==> src/rtl/ex_mem_wb_forward.sv <==
// EX/MEM and MEM/WB pipeline registers with operand-forwarding selects,
// load-use stall detection and a saturating stall-cycle counter.
module ex_mem_wb_forward (
  input  logic        clk,
  input  logic        reset,
  input  logic [31:0] EX_ALUresult,
  input  logic [31:0] EX_ReadData2,
  input  logic [4:0]  EX_RegDest,
  input  logic        EX_RegWrite,
  input  logic        EX_MemRead,
  input  logic        EX_MemWrite,
  input  logic        EX_MemtoReg,
  input  logic [4:0]  IDtoEX_Rs,
  input  logic [4:0]  IDtoEX_Rt,
  input  logic        IDtoEX_MemRead,
  input  logic [4:0]  IFtoID_Rs,
  input  logic [4:0]  IFtoID_Rt,
  input  logic [31:0] MEM_ReadData,
  output logic [31:0] EXtoMEM_ALUresult,
  output logic [31:0] EXtoMEM_WriteData,
  output logic [4:0]  EXtoMEM_RegDest,
  output logic        EXtoMEM_RegWrite,
  output logic        EXtoMEM_MemRead,
  output logic        EXtoMEM_MemWrite,
  output logic [31:0] WB_ALUresult,
  output logic [4:0]  WB_RegDest,
  output logic        WB_RegWrite,
  output logic [1:0]  ForwardA,
  output logic [1:0]  ForwardB,
  output logic        Stall,
  output logic [15:0] StallCount
);

  typedef enum logic [1:0] {
    FWD_REG = 2'b00,
    FWD_WB  = 2'b01,
    FWD_MEM = 2'b10
  } fwd_sel_e;

  typedef struct packed {
    logic [31:0] alu_result;
    logic [31:0] write_data;
    logic [4:0]  reg_dest;
    logic        reg_write;
    logic        mem_read;
    logic        mem_write;
    logic        mem_to_reg;
  } ex_mem_t;

  typedef struct packed {
    logic [31:0] alu_result;
    logic [4:0]  reg_dest;
    logic        reg_write;
  } mem_wb_t;

  ex_mem_t     ex_mem_d, ex_mem_q;
  mem_wb_t     mem_wb_d, mem_wb_q;
  logic [15:0] stall_count_d, stall_count_q;
  logic        stall;

  // Register 0 is hard-wired to zero, so a write to it is never a real producer.
  function automatic fwd_sel_e fwd_select(
    input logic [4:0] src,
    input logic       mem_rw,
    input logic [4:0] mem_rd,
    input logic       wb_rw,
    input logic [4:0] wb_rd
  );
    if (mem_rw && (mem_rd != 5'd0) && (mem_rd == src)) return FWD_MEM;
    else if (wb_rw && (wb_rd != 5'd0) && (wb_rd == src)) return FWD_WB;
    else return FWD_REG;
  endfunction

  // NOTE: every signal written here gets a default first, so no path leaves it unassigned and no latch is inferred.
  always_comb begin
    ex_mem_d            = ex_mem_q;
    ex_mem_d.alu_result = EX_ALUresult;
    ex_mem_d.write_data = EX_ReadData2;
    ex_mem_d.reg_dest   = EX_RegDest;
    ex_mem_d.reg_write  = EX_RegWrite;
    ex_mem_d.mem_read   = EX_MemRead;
    ex_mem_d.mem_write  = EX_MemWrite;
    ex_mem_d.mem_to_reg = EX_MemtoReg;

    mem_wb_d            = mem_wb_q;
    mem_wb_d.alu_result = ex_mem_q.mem_to_reg ? MEM_ReadData : ex_mem_q.alu_result;
    mem_wb_d.reg_dest   = ex_mem_q.reg_dest;
    mem_wb_d.reg_write  = ex_mem_q.reg_write;

    stall = IDtoEX_MemRead && (IDtoEX_Rt != 5'd0) &&
            ((IDtoEX_Rt == IFtoID_Rs) || (IDtoEX_Rt == IFtoID_Rt));

    stall_count_d = stall_count_q;
    if (stall && (stall_count_q != 16'hFFFF)) stall_count_d = stall_count_q + 16'd1;
  end

  // NOTE: state registers use non-blocking assignments so all flops update together at the edge.
  always_ff @(posedge clk) begin
    if (reset) begin
      ex_mem_q      <= '0;
      mem_wb_q      <= '0;
      stall_count_q <= '0;
    end else begin
      ex_mem_q      <= ex_mem_d;
      mem_wb_q      <= mem_wb_d;
      stall_count_q <= stall_count_d;
    end
  end

  assign EXtoMEM_ALUresult = ex_mem_q.alu_result;
  assign EXtoMEM_WriteData = ex_mem_q.write_data;
  assign EXtoMEM_RegDest   = ex_mem_q.reg_dest;
  assign EXtoMEM_RegWrite  = ex_mem_q.reg_write;
  assign EXtoMEM_MemRead   = ex_mem_q.mem_read;
  assign EXtoMEM_MemWrite  = ex_mem_q.mem_write;

  assign WB_ALUresult = mem_wb_q.alu_result;
  assign WB_RegDest   = mem_wb_q.reg_dest;
  assign WB_RegWrite  = mem_wb_q.reg_write;

  // A load in EX/MEM still forwards its address; the stall has already bubbled any dependent use.
  assign ForwardA   = fwd_select(IDtoEX_Rs, ex_mem_q.reg_write, ex_mem_q.reg_dest,
                                 mem_wb_q.reg_write, mem_wb_q.reg_dest);
  assign ForwardB   = fwd_select(IDtoEX_Rt, ex_mem_q.reg_write, ex_mem_q.reg_dest,
                                 mem_wb_q.reg_write, mem_wb_q.reg_dest);
  assign Stall      = stall;
  assign StallCount = stall_count_q;

endmodule
==> config.mk <==
export PLATFORM = sky130hd
export DESIGN_NAME = ex_mem_wb_forward
export DESIGN_NICKNAME = d
export VERILOG_FILES = /design/src/rtl/ex_mem_wb_forward.sv
export SDC_FILE = /design/constraint.sdc
export NUM_CORES = 1
export LEC_CHECK = 0
export CORE_MARGIN = 2
export CORE_UTILIZATION = 43
export DETAILED_ROUTE_END_ITERATION = 10
export PLACE_DENSITY = 0.92
export SLEW_MARGIN = 20
export SYNTH_ARGS = -nofsm -noshare
export SYNTH_HDL_FRONTEND = slang
export SYNTH_SLANG_ARGS = --single-unit
==> constraint.sdc <==
create_clock -name clk -period 3.5 [get_ports clk]
set_input_delay 0.7 -clock clk [delete_from_list [all_inputs] [get_ports clk]]
set_output_delay 0.7 -clock clk [all_outputs]
set_load 0.05 [all_outputs]
* Word level (Yosys, flattened, before mapping) *
Cells that the tools add are included.

operators by class
  eq/ne operators = 7
  reduce and logical (&&, ||, !) cells = 13
  add/sub/neg operators = 1
  multiplexer cells = 5

operators with widths
  cell                   count
  $mux 32                1
  $eq 5x5->1             6
  $add 16x1->16 const B  1
  $ne 16x16->1 const B   1
  $reduce_bool 5->1      3
  $logic_and 1x1->1      9
  $mux 2                 2
  $mux 1                 2
  $logic_or 1x1->1       1

word-level totals
  bits in registers = 127
  word-level logic and storage cells = 37
  output and inout bits = 131
  input bits = 128

* Longest topological paths before layout *
Gate-level depths: netlist of run 1.

  word-level depth = 5
  depth in mapped cells = 8
  gate-level depth less buffers = 6

* Worst setup path after synthesis of run 1 *
No wires, ideal clock.

  kind = input-to-output
  start = in IDtoEX_Rt[0]
  end = out ForwardB[0]
  slack = -640 ps
  data required time = 2,800 ps
  path buffers = 1
  data arrival time = 3,440 ps
  cell stages on the path = 5
  path through = buf_2 -> xnor2_1 -> nand3_1 -> nor4_1 -> nor4_1

between the ends
  longest elaborated chain between the ends = 4

RTL lines
  item               RTL line  text
  start, declared    14        input logic [4:0] IDtoEX_Rt,
  $eq 5x5->1         70        else if (wb_rw && (wb_rd != 5'd0) && (wb_rd == src)) return FWD_WB;
  $logic_and 1x1->1  70
  $mux 1             70
  $mux 2 (*)         69        if (mem_rw && (mem_rd != 5'd0) && (mem_rd == src)) return FWD_MEM;
  end, declared      29        output logic [1:0] ForwardB,

Mark *: on every way between the ends. The rest lies on a longest branch, timed or not.

* Final worst setup path of run 1 *
Ends and elaborated chain as after synthesis.

==> impl_metrics.csv, run 1 <==
group,metric,value,unit
min_path,hold_path.class,"reg2reg",
yosys,synthXorXnorAreaFrac,5.17,%
final_layout,fillers,817,
clock_tree,cts.sinks,127,
yosys,synth_compound_area_share,3.72,%
drt,vias,3982,
critical_path,crit_family,"buffers and inverters",
yosys,syn_area,0.00508,sq mm
yosys,synth_seq_cells,127,
critical_path,crit_chain,"clkdlybuf4s50_1 > xor2_1 > or4_1 > nor4_2 > buf_12",
power,cellPowerDensity,513,mW/mm^2
drt,first_pass_iters,4,
placement,dp_cells,805,
sta,drv_slew,0,
yosys,yosysMostFrequentCell,"dfxtp_1",
sta,worstMarginPinSlew,1.07,ns
clock_tree,cts_setup_buffers,0,
sta,clock_skew,0.00728,ns
yosys,synth_top_family_by_area,"simple AND/OR/NAND/NOR gates",
global_route,grt_max_degree,69,
global_route,overflow,0,
drt,totalWireLength,13500,microns
power,power.leakage,2.98,nW
sta,grt_setup_unrepaired,"false",
power,power,0.00405,W
yosys,synth_cell_types,39,
clock_tree,clk_pin_slew,0.05,ns
global_route,grt_antenna_before_repair,0,
sta,layout_worst_path_cycle_share,90.5,%
yosys,seq_area_frac_synth,50.1,%
global_route,grt_pass1_vias,4202,
final_layout,seqCellArea,0.00254,sq mm
die,rows,39,
critical_path,crit_required,2.80,ns
final_layout,nNetsFinal,810,
status,outcome,"finished, final reports clean",
yosys,async_reset_ff_share,0,%
placement,io_buffer_count,258,
sta,post-route-min-period,3.17,ns
sta,slew_headroom,28.8,%
yosys,synthTopCellsByCount,"dfxtp_1 (127), nor2b_1 (84), buf_4 (71), nor2_1 (42), mux2i_1 (32)",
placement,place_hpwl,9980,microns
die,die_w,113,microns
critical_path,cp.arrival,2.47,ns
drt,via_per_inst,4.76,
final_layout,multi_input_area,0.00190,sq mm
final_layout,stdcell_count,837,
die,dieArea,0.0127,sq mm
critical_path,cp_num_buf_inv,2,
final_layout,n_antenna_cell,0,
final_layout,drive_above_1_share,8.65,%
clock_tree,clock-root-buffer,"clkbuf_16",
clock_tree,cts_resized,0,
power,vdd_drop_max,467,uV
yosys,netlist_instances,497,
clock_tree,holdBufCountCts,0,
die,core,0.0115,sq mm
clock_tree,htreeDepth,4,
yosys,synth_flop_cell,"dfxtp_1",
final_layout,area_growth,55.4,%
yosys,synth_edf_count,0,
global_route,grt_pass1_wl,21100,microns
drt,ant_nets,0,
global_route,track_usage,21.4,%
sta,setup_violations,0,
critical_path,start_kind,"input pin",
die,io_pins,259,
die,start_util,44.3,%
yosys,synth_adder_area_share,0.246,%
sta,hold_violations,0,
drt,wl_per_cell,16.1,microns
critical_path,cp_max_fo,5,
yosys,syn_nets,626,
drt,drt_iter0_drc,194,
clock_tree,cts_tree,"built",
yosys,synth_top_cell_by_area,"dfxtp_1",
yosys,synth_top_cell_area_share,50.1,%
sta,finalSetupTns,0,ns
yosys,synth_area_leaders,"dfxtp_1 (50%), buf_4 (10%), nor2b_1 (10%)",
critical_path,slowest_delay,0.58,ns
yosys,muxShareOfSynthArea,7.79,%
placement,gp_congestion,0.846,
clock_tree,cts_made_buffers,17,
clock_tree,clock_path_buffers,2,
yosys,synth-simple-area-share,20.0,%
yosys,synth_warnings,0,
critical_path,cp_slowest_cell,"clkdlybuf4s50_1",
sta,fmax,0.316,GHz
critical_path,crit_type,"in2out",
die,die_h,113,microns
drt,drcViolationCount,0,
job,cap_violations,0,
critical_path,endpoint_kind,"primary output",
yosys,avgSynthCellArea,10.2,sq um
clock_tree,clock_latency,0.41,ns
-- tightest hold or removal path: stages (launching register included) --
cell and delay [ns]:
dfxtp_1 0.32, mux2i_1 0.06, nor2_1 0.08
-- flip-flops by register name (all words and copies together), names as in the netlist, 5 cells and up --
signal and flops:
EXtoMEM_WriteData 32, WB_RegDest 5, StallCount 16, WB_ALUresult 32, EXtoMEM_RegDest 5, EXtoMEM_ALUresult 32
-- layout make-up --
class                   count  area share (%)
clock buffers              20            5.79
clock inverters            12            2.01
inverters                   4           0.190
multi-input cells         270            24.1
flip-flops and latches    127            32.2
well taps                 143            2.27
repair buffers            261            33.5
-- final timing paths --
path                                       startpoint               end  slack, ns  depth (start not counted)
worst max-delay path                     IDtoEX_Rt[0]       ForwardB[0]       0.33                          5
worst min-delay path            EXtoMEM_ALUresult[16]  WB_ALUresult[16]       0.50                          2
worst max register to register          StallCount[0]     StallCount[3]       1.43                          6
worst min register to register  EXtoMEM_ALUresult[16]  WB_ALUresult[16]       0.50                          2
-- metal layers --
metal / global-route usage, % / vias up / routed length [microns]
li1: - / 1930 / -
met1: 21.8 / 1806 / 5010
met2: 37.0 / 209 / 6790
met3: 10.2 / 37 / 1340
met4: 9.92 / 0 / 366
met5: 0 / - / 0
-- power by group --
group          internal, W  switching, W
registers          0.00152     0.0000442
clock network      0.00116      0.000651
logic             0.000301      0.000375
-- cells in the final DEF (no fill, tap or decap), types with 3 or more instances in the layout --
cell / n
xor2_1: 24
nor4_1: 4
mux2i_1: 32
dfxtp_1: 126
nor2b_1: 84
inv_1: 4
nand3_1: 9
buf_12: 4
a211oi_1: 3
o21ai_0: 4
nor4_2: 5
nor2_1: 42
nor3_1: 4
buf_4: 5
clkinv_4: 3
clkbuf_16: 17
or4_1: 9
a21oi_1: 7
clkdlybuf4s50_1: 252
mux2_4: 5
bufinv_16: 3
nand2_1: 6
o31ai_1: 5
or3_1: 4
nand4_1: 3
xnor2_1: 6
-- kinds of logic (layout without fill, tap and decap cells) --
kind of cell               after synthesis  after routing
buffers and inverters                  100            297
muxes                                   37             37
AOI/OAI and AO/OA                       25             25
and+or+nand+nor                        177            177
xor gates and xnor gates                30             30
DFF                                    127            127
adders and majority gates                1              1
-- through the flow --
step                hold WS, ns  setup slack, ns  area, sq um  util [%]
floorplan                 0.462            0.291         5100         -
global placement          0.465            0.373         7280      63.4
detailed placement        0.480            0.325         7280      63.4
CTS                       0.498            0.323         7890      68.8
global route              0.508            0.260         7890      68.8
finish                    0.495            0.331         7890      68.8
Note: power is estimated with default switching activity, not from simulation.
==> run 2, diff against run 1 <==
--- a/config.mk
+++ b/config.mk
@@ -5,7 +5,6 @@
 export SDC_FILE = /design/constraint.sdc
 export NUM_CORES = 1
 export LEC_CHECK = 0
-export CORE_MARGIN = 2
 export CORE_UTILIZATION = 43
 export DETAILED_ROUTE_END_ITERATION = 10
 export PLACE_DENSITY = 0.92
==> run 2 against run 1 <==
Total power grew 0.12%. Die area fell by 3.5%. Clock skew shrank 0.0011 ns. Combinational power about the same. Sequential cell count unchanged. Final cell count fell by 0.12%. Core utilization is essentially flat. Highest routed layer unchanged.
==> impl_metrics.csv, run 2 (synthesis gave the netlist of run 1 again) <==
group,metric,value,unit
placement,place_hpwl,9530,microns
min_path,hold_depth,2,
clock_tree,holdBufCountCts,0,
job,cap_violations,0,
clock_tree,clock_latency,0.40,ns
critical_path,reg2reg_depth,6,
final_layout,layout_common_cells,"clkdlybuf4s50_1 (252), dfxtp_1 (126), nor2b_1 (84), nor2_1 (42), mux2i_1 (32)",
power,cellPowerDensity,513,mW/mm^2
drt,totalWireLength,12700,microns
drt,wl_per_cell,15.2,microns
die,core,0.0115,sq mm
critical_path,slowest_delay,0.69,ns
status,outcome,"finished, final reports clean",
final_layout,nNetsFinal,809,
clock_tree,cts_made_buffers,17,
sta,slew_headroom,29.1,%
die,dieArea,0.0122,sq mm
sta,layout_worst_path_cycle_share,92.1,%
sta,drv_slew,0,
final_layout,area_growth,55.5,%
placement,dp_slack,0.355,ns
critical_path,reg2reg_from,"StallCount[0]",
die,die_h,111,microns
final_layout,post-route-util,68.9,%
critical_path,crit_family,"buffers and inverters",
sta,post-route-min-period,3.23,ns
critical_path,ff2ff_setup_slack,1.42,ns
power,power.leakage,2.98,nW
final_layout,final_common_cell,"clkdlybuf4s50_1",
global_route,grt_pass1_wl,19900,microns
clock_tree,cts.sinks,127,
die,die_w,111,microns
drt,drt_iter0_drc,190,
global_route,track_usage,20.7,%
drt,drcViolationCount,0,
min_path,hold_path.class,"reg2reg",
placement,gp_congestion,0.868,
clock_tree,clock_path_buffers,2,
placement,io_buffer_count,258,
critical_path,crit_required,2.80,ns
critical_path,cp_max_fo,5,
drt,via_per_inst,4.76,
critical_path,cp_slowest_cell,"clkdlybuf4s50_1",
critical_path,start_kind,"input pin",
critical_path,crit_chain,"clkdlybuf4s50_1 > xnor2_1 > nand3_1 > nor4_2 > nor4_2 > buf_12",
critical_path,endpoint_kind,"primary output",
die,rows,39,
drt,first_pass_iters,4,
sta,grt_setup_unrepaired,"false",
critical_path,cp.arrival,2.53,ns
critical_path,cp_num_buf_inv,2,
final_layout,drive_above_1_share,8.37,%
final_layout,fillers,818,
die,start_util,44.3,%
drt,vias,3982,
clock_tree,clk_pin_slew,0.05,ns
sta,worstMarginPinSlew,1.06,ns
clock_tree,cts_tree,"built",
global_route,grt_pass1_vias,3983,
critical_path,critPathMostFrequentCell,"nor4_2",
sta,clock_skew,0.00622,ns
min_path,hold_start,"EXtoMEM_ALUresult[11]",
critical_path,crit_type,"in2out",
global_route,grt_max_degree,70,
final_layout,n_antenna_cell,0,
die,io_pins,259,
global_route,grt_antenna_before_repair,0,
critical_path,reg2reg_to,"StallCount[3]",
sta,hold_violations,0,
sta,finalSetupTns,0,ns
clock_tree,cts_resized,0,
clock_tree,cts_setup_buffers,0,
min_path,holdPathEnd,"WB_ALUresult[11]",
sta,setup_violations,0,
clock_tree,htreeDepth,4,
sta,whs,0.494,ns
global_route,overflow,0,
sta,setup_ws,0.275,ns
clock_tree,clock-root-buffer,"clkbuf_16",
drt,ant_nets,0,
power,vdd_drop_max,487,uV
sta,fmax,0.310,GHz
run 2: power breakdown:
group          switching, W  leakage, nW  total, W  internal (W)
logic              0.000372         1.63  0.000673      0.000301
clock network      0.000606        0.299   0.00182       0.00122
registers         0.0000423         1.05   0.00156       0.00152
run 2: stage by stage:
stage | cell area [sq um] | cells | total power (W)
after floorplan | 5100 | 497 | 0.00202
after global placement | 7270 | 804 | 0.00225
after detailed placement | 7270 | 804 | 0.00226
after CTS | 7900 | 836 | 0.00409
after global routing | 7900 | 836 | 0.00419
final | 7900 | 836 | 0.00405
run 2: per-layer routing:
layer  GRT usage, %  share of wire (%)
met5              0                  0
met4           9.60                2.2
met3           7.38                6.9
met2           36.3                 52
met1           22.0                 39
run 2: worst min-delay path, delay by kind of cell, from the launching register on:
family,cells,cell delay [ns]
flops,1,0.32
mux,1,0.07
simple gates,1,0.08
run 2: worst max-delay path by stage:
stage / from / end / depth (start not counted)
after floorplan: IDtoEX_Rt[0] / ForwardB[0] / 5
after global placement: IDtoEX_Rt[0] / ForwardB[0] / 5
after detailed placement: IDtoEX_Rt[0] / ForwardB[0] / 6
after CTS: IDtoEX_Rt[0] / ForwardB[0] / 6
after global routing: IDtoEX_Rt[0] / ForwardB[0] / 6
final: IDtoEX_Rt[0] / ForwardB[0] / 6
run 2: area by class of cell:
cell class / instances / area, sq um / share of cell area (%)
clock buffers: 24 / 502 / 6.35
clock inverters: 8 / 126 / 1.60
inverters: 4 / 15.0 / 0.190
multi-input cells: 270 / 1900 / 24.0
flip-flops and latches: 127 / 2540 / 32.2
well taps: 143 / 179 / 2.27
repair buffers: 260 / 2630 / 33.3
